$ cat src/rtl/sevenseg_scan_ctl.sv
`default_nettype none
// +----------------------------------------------------------------------+
// | Module  : sevenseg_scan_ctl                                          |
// | Desc    : Multiplexed seven-segment scan controller with guard gap,  |
// |           shadow display registers and leading-zero suppression.    |
// | Revision: 1.0  initial release                                       |
// +----------------------------------------------------------------------+
module sevenseg_scan_ctl #(
  parameter int NDIG  = 8,
  parameter int DIV   = 100000,
  parameter int GUARD = 1000
) (
  input  logic              clk,
  input  logic              rst,
  input  logic              en,
  input  logic              load,
  input  logic [4*NDIG-1:0] val,
  input  logic [NDIG-1:0]   dp_mask,
  input  logic [NDIG-1:0]   dash_mask,
  input  logic [NDIG-1:0]   blank_mask,
  input  logic              lz_en,
  output logic [6:0]        d_out,
  output logic [NDIG-1:0]   an_n,
  output logic [2:0]        digit_idx,
  output logic              frame_done
);

  localparam int            CW           = (DIV > 1) ? $clog2(DIV) : 1;
  localparam logic [CW-1:0] c_CNT_LAST   = CW'(DIV - 1);
  localparam logic [CW-1:0] c_GUARD_LAST = CW'((GUARD > 0) ? (GUARD - 1) : 0);
  localparam logic [2:0]    c_IDX_LAST   = 3'(NDIG - 1);
  localparam logic [6:0]    c_BLANK      = 7'b1000000;

  typedef enum logic [0:0] {
    S_GUARD = 1'b0,
    S_ON    = 1'b1
  } state_t;

  state_t            r_state;
  logic [CW-1:0]     r_cnt;
  logic [2:0]        r_idx;
  logic [6:0]        r_d_out;
  logic [NDIG-1:0]   r_an_n;
  logic              r_frame_done;

  logic [4*NDIG-1:0] r_val;
  logic [NDIG-1:0]   r_dp;
  logic [NDIG-1:0]   r_dash;
  logic [NDIG-1:0]   r_blank;
  logic              r_lz;

  state_t            w_state_nxt;
  logic [CW-1:0]     w_cnt_nxt;
  logic              w_wrap;
  logic [2:0]        w_idx_inc;
  logic [2:0]        w_idx_new;
  logic [NDIG-1:0]   w_an_nxt;
  logic [31:0]       w_val8;
  logic [7:0]        w_dp8;
  logic [7:0]        w_dash8;
  logic [7:0]        w_blank8;
  logic [7:0]        w_sup;
  logic              w_run;
  logic [6:0]        w_code_nxt;

  // Shadow registers: written any time, sampled only at a slot start.
  always_ff @(posedge clk or posedge rst) begin
    if (rst) begin
      r_val   <= '0;
      r_dp    <= '0;
      r_dash  <= '0;
      r_blank <= '0;
      r_lz    <= 1'b0;
    end else if (load) begin
      r_val   <= val;
      r_dp    <= dp_mask;
      r_dash  <= dash_mask;
      r_blank <= blank_mask;
      r_lz    <= lz_en;
    end
  end

  // Zero-extend to eight digits so the digit index selects without range issues.
  assign w_val8   = 32'(r_val);
  assign w_dp8    = 8'(r_dp);
  assign w_dash8  = 8'(r_dash);
  assign w_blank8 = 8'(r_blank);

  always_comb begin
    w_run = r_lz;
    w_sup = '0;
    for (int i = NDIG - 1; i >= 0; i--) begin
      w_run    = w_run & (w_val8[4*i +: 4] == 4'h0) & ~w_dp8[i] & ~w_dash8[i];
      w_sup[i] = w_run & (i != 0);
    end
  end

  assign w_idx_inc  = (r_idx == c_IDX_LAST) ? 3'd0 : (r_idx + 3'd1);
  assign w_idx_new  = w_wrap ? w_idx_inc : r_idx;
  assign w_code_nxt = {w_blank8[w_idx_new] | w_sup[w_idx_new],
                       w_dp8[w_idx_new],
                       w_dash8[w_idx_new],
                       w_val8[{w_idx_new, 2'b00} +: 4]};

  always_comb begin
    w_state_nxt = r_state;
    w_cnt_nxt   = r_cnt;
    w_wrap      = 1'b0;
    if (en) begin
      if (r_cnt == c_CNT_LAST) begin
        w_cnt_nxt   = '0;
        w_wrap      = 1'b1;
        w_state_nxt = (GUARD == 0) ? S_ON : S_GUARD;
      end else begin
        w_cnt_nxt = r_cnt + CW'(1);
        if ((r_state == S_GUARD) && ((GUARD == 0) || (r_cnt == c_GUARD_LAST))) begin
          w_state_nxt = S_ON;
        end
      end
    end
    w_an_nxt = (en && (w_state_nxt == S_ON)) ? ~(NDIG'(1) << w_idx_new) : '1;
  end

  always_ff @(posedge clk or posedge rst) begin
    if (rst) begin
      r_state      <= S_GUARD;
      r_cnt        <= '0;
      r_idx        <= 3'd0;
      r_d_out      <= c_BLANK;
      r_an_n       <= '1;
      r_frame_done <= 1'b0;
    end else begin
      r_state      <= w_state_nxt;
      r_cnt        <= w_cnt_nxt;
      r_idx        <= w_idx_new;
      r_an_n       <= w_an_nxt;
      r_frame_done <= w_wrap && (r_idx == c_IDX_LAST);
      if (w_wrap) begin
        r_d_out <= w_code_nxt;
      end
    end
  end

  assign d_out      = r_d_out;
  assign an_n       = r_an_n;
  assign digit_idx  = r_idx;
  assign frame_done = r_frame_done;

endmodule
`default_nettype wire

$ cat config.mk
export PLATFORM = sky130hd
export DESIGN_NAME = sevenseg_scan_ctl
export DESIGN_NICKNAME = d
export VERILOG_FILES = /design/src/rtl/sevenseg_scan_ctl.sv
export SDC_FILE = /design/constraint.sdc
export NUM_CORES = 1
export LEC_CHECK = 0
export CAP_MARGIN = 20
export CORE_MARGIN = 2
export CORE_UTILIZATION = 35
export DETAILED_ROUTE_END_ITERATION = 7
export PLACE_DENSITY = 0.55
export SYNTH_ARGS = -nofsm -noshare
export SYNTH_HDL_FRONTEND = slang
export SYNTH_SLANG_ARGS = --single-unit
$ cat constraint.sdc
create_clock -name clk -period 5.6 [get_ports clk]
set_input_delay 1.12 -clock clk [delete_from_list [all_inputs] [get_ports clk]]
set_output_delay 1.12 -clock clk [all_outputs]
set_load 0.005 [all_outputs]
==> results by group, run 1 <==
Worst setup path
  • Largest stage delay on the critical path: just under 0.6 ns
  • Worst path cell trace: clkdlybuf4s50_1 -> and3_1 -> nand3_1 -> or2_1 -> o32ai_4 -> a22o_1 -> o31ai_1 -> a311o_2 -> o311ai_2
  • Largest fanout on the critical path: 12
  • Critical-path top delay cell: o32ai_4
  • CP Launch Type: input pin
  • Critical Path Sink Type: register
  • Setup CP Type: input pin to register
  • Crit path DAT: a little under 4 ns
  • CP required: roughly 5.9 ns

Power and ir drop
  • Pwr Density: 290 nW/um^2
  • Internal power: 1230 uW
  • Gate power share: about a tenth
  • Leakage: approximately 0.0023 uW
  • Peak VDD IR: roughly 0.00013 V
  • Clk network pwr share: about 41%
  • Psw: about 380 uW
  • Seq pwr share: between 40 and 50%
  • Sw Ratio: between 20% and 30%

Die
  • Die height: around 110 um
  • Top Ports: 80
  • Full die area: about 13000 sq um
  • Row Count: 40
  • Die width: ~110 um
  • Core Area: between 10000 and 15000 sq um
  • Initial core utilization: ~36%

Yosys
  • YS warnings: 0
  • Mapped Cells: roughly 340
  • Top cell type's share of synthesized area: between 40% and 50%
  • Commonest register cell after synthesis: dfrtp_1
  • Yosys reg bits: 94
  • Synth top area cells: dfrtp_1 49%, mux2_2 15%, dfstp_2 5.5%, mux2i_1 3.3%, a221oi_1 2.4%
  • Syn Nets: between 400 and 500
  • Synthesized area: ~4300 sq um
  • Syn avg cell area: approximately 13 sq um
  • Synth area leader: dfrtp_1
  • Seq/Total Area, Yosys: around 55%
  • Asr flop ratio synth: between 90% and 100%
  • Number of unique standard cell types used by synthesis: between 50 and 60
  • Post-synth EDFFs: 0

Placed design
  • GP Congestion: between 0.8 and 0.9
  • Dpl cell area: ~5200 sq um
  • IO buf count: 79
  • Hpwl dp: slightly below 8000 um

CTS
  • Gates resized, CTS repair: 0
  • H-tree depth: 3
  • CTS tree: done
  • Clock sink count: 94
  • Buffer depth of the longest clock path: 2
  • Clock network latency to the later pin of the worst-skew pair: roughly 0.35 ns
  • Hold_buf cts: 0
  • Buffer count from post-CTS setup fixing: 0
  • Reg clk slew, reported paths: about 0.070 ns
  • CTS Buf Count: 9
  • CTS root buf: clkbuf_16

Final layout
  • Multi-input gate area: about 1800 sq um
  • Fin nets: just under 500
  • Most common cell after layout, fill and taps aside: dfrtp_1
  • Post-route cell area: ~5600 sq um
  • Proportion of layout cells with a drive suffix above 1: about a quarter
  • Reg area: between 2000 and 2500 sq um
  • Fill count: roughly 1100
  • Inserted Diodes: 0
  • Commonest non-fill, non-tap cells in the layout: 85 x dfrtp_1, 78 x clkdlybuf4s50_1, 57 x mux2_2
  • Area Growth Syn to Fin: 29.1%

GRT
  • GRT Residual Overflow: 0
  • Total track usage: approximately 16%
  • First-pass GRT wire length: ~17000 um
  • Vias in the first global route: roughly 3100
  • Antenna violations before repair: 0
  • Largest net degree at the start of global routing: 58

Drt
  • Total Wirelength: 10300 um
  • Pre-antenna DRT Iters: 4
  • Routed length per instance: approximately 18 um
  • DRT iter0 DRCs: between 150 and 200
  • Avg Vias per Cell: approximately 5.3
  • Via Count: between 3000 and 4000
  • Post-DRT Antenna Nets: 0
  • # DRC: 0

Flow run
  • Max-cap viol count: 0

Timing
  • Fmax: between 200 and 300 MHz
  • Final Hold Vio Count: 0
  • Clk_skew: 0.00877 ns
  • Min Hold Slack: slightly above 0.5 ns
  • Tcrit/Tclk final: between 60 and 70%
  • Slew HR: a little under half
  • Final setup TNS: 0 ns
  • Tmin final: 3.65 ns
  • Fin. max-slew vios: 0
  • Unrepaired setup endpoints after global routing: false
  • Final setup vio count: 0
  • Worst-margin pin slew: 0.791 ns

Hold path
  • Hold Crit Class: register to register

Status
  • Status: finished clean
## synthesized netlist by cell type (3+ instances only)
cell type   n
nand2_1    26
xor2_1      6
ha_1        3
dfstp_2     9
nor2_1     18
xnor2_1     9
nor4_1      7
clkbuf_1    8
nand3_1    10
mux2i_1    14
a221oi_1   12
inv_1       5
or4_1       3
dfrtp_1    85
o21ai_0    15
mux2_2     57
buf_2       4
o211a_1     6
nor3_1      5
## path summary, 6_finish.rpt
| kind | from | endpoint | slack, ns | cells past startpoint |
|---|---|---|---|---|
| worst min-delay path | r_cnt[0] | r_cnt[0] | 0.51 | 1 |
| worst min register to register | r_cnt[0] | r_cnt[0] | 0.51 | 1 |
| max in group asynchronous | rst | r_dash[7] | 3.27 | 3 |
| worst max register to register | r_cnt[0] | d_out[6] | 2.71 | 9 |
| worst max-delay path | en | d_out[6] | 1.95 | 9 |
| min in group asynchronous | rst | r_val[29] | 1.20 | 2 |
## state kept, by name, summed over array words and instances, names as in the netlist
| signal | count |
|---|---|
| r_lz | 1 |
| r_val | 32 |
| r_blank | 8 |
| an_n | 8 |
| d_out | 7 |
| digit_idx | 3 |
| r_dp | 8 |
| r_dash | 8 |
| frame_done | 1 |
| r_state | 1 |
| r_cnt | 17 |
## routing by layer
metal  track usage [%]  vias up  part of all wire (%)
li1                  -     1418                     -
met1              22.3     1550                    44
met2              26.0       85                    49
met3              2.79       10                   5.0
met4              7.47        0                   1.8
met5                 0        -                     0
## cell families after synthesis
| group | after synthesis | share of synthesized area (%) |
|---|---|---|
| DFF | 94 | 55.0 |
| and+or+nand+nor | 88 | 10.9 |
| muxes | 72 | 18.5 |
| AOI/OAI and AO/OA | 50 | 9.66 |
| buffers and inverters | 20 | 2.04 |
| xor gates and xnor gates | 15 | 3.06 |
| adders and majority gates | 3 | 0.873 |
## final cells by class
type / count / area share, %
clock buffers: 10 / 4.12
clock inverters: 6 / 1.56
inverters: 6 / 0.428
multi-input cells: 228 / 33.3
flip-flops and latches: 94 / 42.6
well taps: 147 / 3.31
repair buffers: 83 / 14.7
## power groups by stage
stage / Clock (uW) / Sequential [uW] / Combinational, uW
finish: 655 / 798 / 157
global route: 693 / 804 / 176
CTS: 667 / 798 / 161
detailed placement: 0 / 811 / 161
global placement: 0 / 811 / 157
floorplan: 0 / 786 / 100
## worst max-delay path, delay by kind of cell
family	cells	cell delay, ns
AND/OR/NAND/NOR	3	0.92
buffers and inverters	1	0.56
AO/OA/AOI/OAI	5	1.30
## metrics by stage
stage	total power (uW)	util, %	cells	worst slack [ns]
floorplan	886	-	342	2.05
global placement	968	43.6	558	1.69
detailed placement	971	43.6	558	1.61
CTS	1630	46.2	574	1.97
global route	1670	46.2	574	1.77
finish	1610	46.2	574	1.95
No activity file was read; power rests on OpenSTA's default activity.
==> inputs of run 2 (changes only) <==
==> constraint.sdc (replaced) <==
create_clock -name clk -period 3.8 [get_ports clk]
set_input_delay 0.76 -clock clk [delete_from_list [all_inputs] [get_ports clk]]
set_output_delay 0.76 -clock clk [all_outputs]
set_load 0.005 [all_outputs]
==> results by group, run 2 (synthesis results as in run 1) <==
Final layout
  • Biggest regs: r_val x32, r_cnt x17
  • Commonest non-fill, non-tap cells in the layout: 85 x dfrtp_1, 78 x clkdlybuf4s50_1, 57 x mux2_2
  • Largest reg by FF count: r_val
  • Proportion of layout cells with a drive suffix above 1: 24.4% (+0.53 points)
  • Fin nets: 489 (+0.62%)
  • Largest register FFs: 32 (unchanged)
  • Layout Cells excl Fill: 577 (+0.52%)
  • Inserted Diodes: 0 (unchanged)
  • Post-route cell area: 5580 sq um (+0.56%)
  • Most common cell after layout, fill and taps aside: dfrtp_1
  • Area Growth Syn to Fin: 29.8%

CTS
  • Reg clk slew, reported paths: 0.07 ns (about the same)
  • CTS root buf: clkbuf_16
  • Buffer count from post-CTS setup fixing: 0 (unchanged)
  • H-tree depth: 3 (unchanged)
  • Clock sink count: 94 (unchanged)
  • Hold_buf cts: 0 (unchanged)
  • Clock network latency to the later pin of the worst-skew pair: 0.34 ns (about the same)
  • Buffer depth of the longest clock path: 2 (unchanged)
  • Gates resized, CTS repair: 0 (unchanged)
  • CTS Buf Count: 9 (unchanged)
  • CTS tree: done

Timing
  • Clk_skew: 0.00494 ns (-0.00382 ns)
  • Tmin final: between 3 and 4 ns
  • Fmax: 318 MHz
  • Tcrit/Tclk final: approximately 83%
  • Final Hold Vio Count: 0 (unchanged)
  • Final setup vio count: 0 (unchanged)
  • Unrepaired setup endpoints after global routing: false
  • Final setup TNS: 0 ns (unchanged)
  • Fin. max-slew vios: 0 (unchanged)
  • Worst-margin pin slew: 0.898 ns (+0.107 ns)
  • Slew HR: 40.1% (-6.9 points)

Worst setup path
  • Worst R2R End: d_out[6]
  • Critical Path Sink Type: register
  • Crit path launch: en
  • Crit path DAT: 3.40 ns (-0.51 ns)
  • Largest fanout on the critical path: 9 (-3)
  • CP Launch Type: input pin
  • CP required: 4.05 ns (-1.80 ns)
  • Setup CP Type: input pin to register
  • R2R cell count: 9 (unchanged)
  • Reg2reg start: digit_idx[0]
  • Reg2reg setup slack: 1.03 ns (-1.68 ns)

Drt
  • # DRC: 0 (unchanged)
  • DRT iter0 DRCs: 177 (+11%)
  • Avg Vias per Cell: 5.35 (+0.23%)
  • Routed length per instance: 17.8 um (-1.1%)
  • Total Wirelength: 10300 um (-0.55%)
  • Post-DRT Antenna Nets: 0 (unchanged)
  • Pre-antenna DRT Iters: 4 (unchanged)
  • Via Count: 3086 (+0.75%)

GRT
  • GRT Residual Overflow: 0 (unchanged)
  • Total track usage: 16.7% (+0.24 points)
  • Antenna violations before repair: 0 (unchanged)
  • First-pass GRT wire length: 16600 um (+0.50%)
  • Largest net degree at the start of global routing: 58 (unchanged)
  • Vias in the first global route: 3123 (+1.1%)

Hold path
  • Hold_sp: r_cnt[6]
  • Hold Crit Class: register to register
  • Hold Path Depth: 1 (unchanged)
  • Hold EP: r_cnt[6]

Die
  • Initial core utilization: 35.8% (unchanged)
  • Core Area: 12000 sq um (unchanged)
  • Top Ports: 80 (unchanged)
  • Die height: 115 um (unchanged)
  • Full die area: 13200 sq um (unchanged)
  • Die width: 115 um (unchanged)
  • Row Count: 40 (unchanged)

Placed design
  • GP Congestion: 0.823 (-7.8%)
  • Inst Count DP: 561 (+0.54%)
  • IO buf count: 79 (unchanged)
  • Dpl cell area: 5270 sq um (+0.67%)
  • Hpwl dp: 7660 um (-1.0%)

Power and ir drop
  • Leakage: 0.00232 uW (+0.71%)
  • Peak VDD IR: 0.000274 V (+110%)
  • Pwr Density: 420 nW/um^2 (+45%)

Flow run
  • Max-cap viol count: 0 (unchanged)

Status
  • Status: finished clean
run 2: cell types whose count changed in the layout (fill, tap and decap cells not counted), sizes merged:
cell,previous run,this run
buf,5,8
inv,6,5
bufinv,2,1
clkbuf,10,12
run 2: worst max path at each step:
stage / cells past startpoint / slack, ns / endpoint
global route: 10 / 0.45 / d_out[6]
CTS: 10 / 0.65 / d_out[6]
detailed placement: 10 / 0.30 / d_out[6]
floorplan: 1 / 0.61 / d_out[0]
finish: 10 / 0.66 / d_out[6]
global placement: 10 / 0.39 / d_out[6]
run 2: worst max-delay path, stage by stage:
cell	delay, ns
clkdlybuf4s50_1	0.56
and3_1	0.25
nand3_1	0.23
nor2_2	0.19
mux2i_1	0.60
inv_1	0.21
nand2_1	0.12
a21oi_1	0.05
a311o_2	0.36
o311ai_2	0.07
run 2: layout make-up:
cell class	instances	area [sq um]
Clock buffer	12	256
Clock inverter	4	55.1
Fill cell	1145	6430
Inverter	6	23.8
Multi-Input combinational cell	228	1850
Sequential cell	94	2360
Tap cell	147	184
Timing Repair Buffer	86	851
run 2: metal layers:
metal  wire length (um)  track usage [%]  vias up
met4                132             4.90        0
met5                  0                0        -
met1               4730             22.7     1553
li1                   -                -     1429
met3                495             4.96       12
met2               4920             26.0       92
run 2: metrics by stage:
stage | setup WS, ns | hold slack, ns | total power [uW] | utilization (%)
floorplan | 0.606 | 0.460 | 1310 | -
global placement | 0.391 | 0.485 | 1430 | 43.9
detailed placement | 0.298 | 0.502 | 1430 | 43.9
CTS | 0.649 | 0.511 | 2370 | 46.5
global route | 0.449 | 0.527 | 2450 | 46.5
finish | 0.656 | 0.509 | 2340 | 46.5
run 2: report_power, final:
| part | switching [uW] | internal (uW) | total [uW] | leakage, uW |
|---|---|---|---|---|
| clock | 386 | 549 | 935 | 0.000149 |
| combinational | 87.6 | 148 | 235 | 0.00103 |
| sequential | 86.7 | 1090 | 1170 | 0.00114 |
| total | 560 | 1780 | 2340 | 0.00232 |
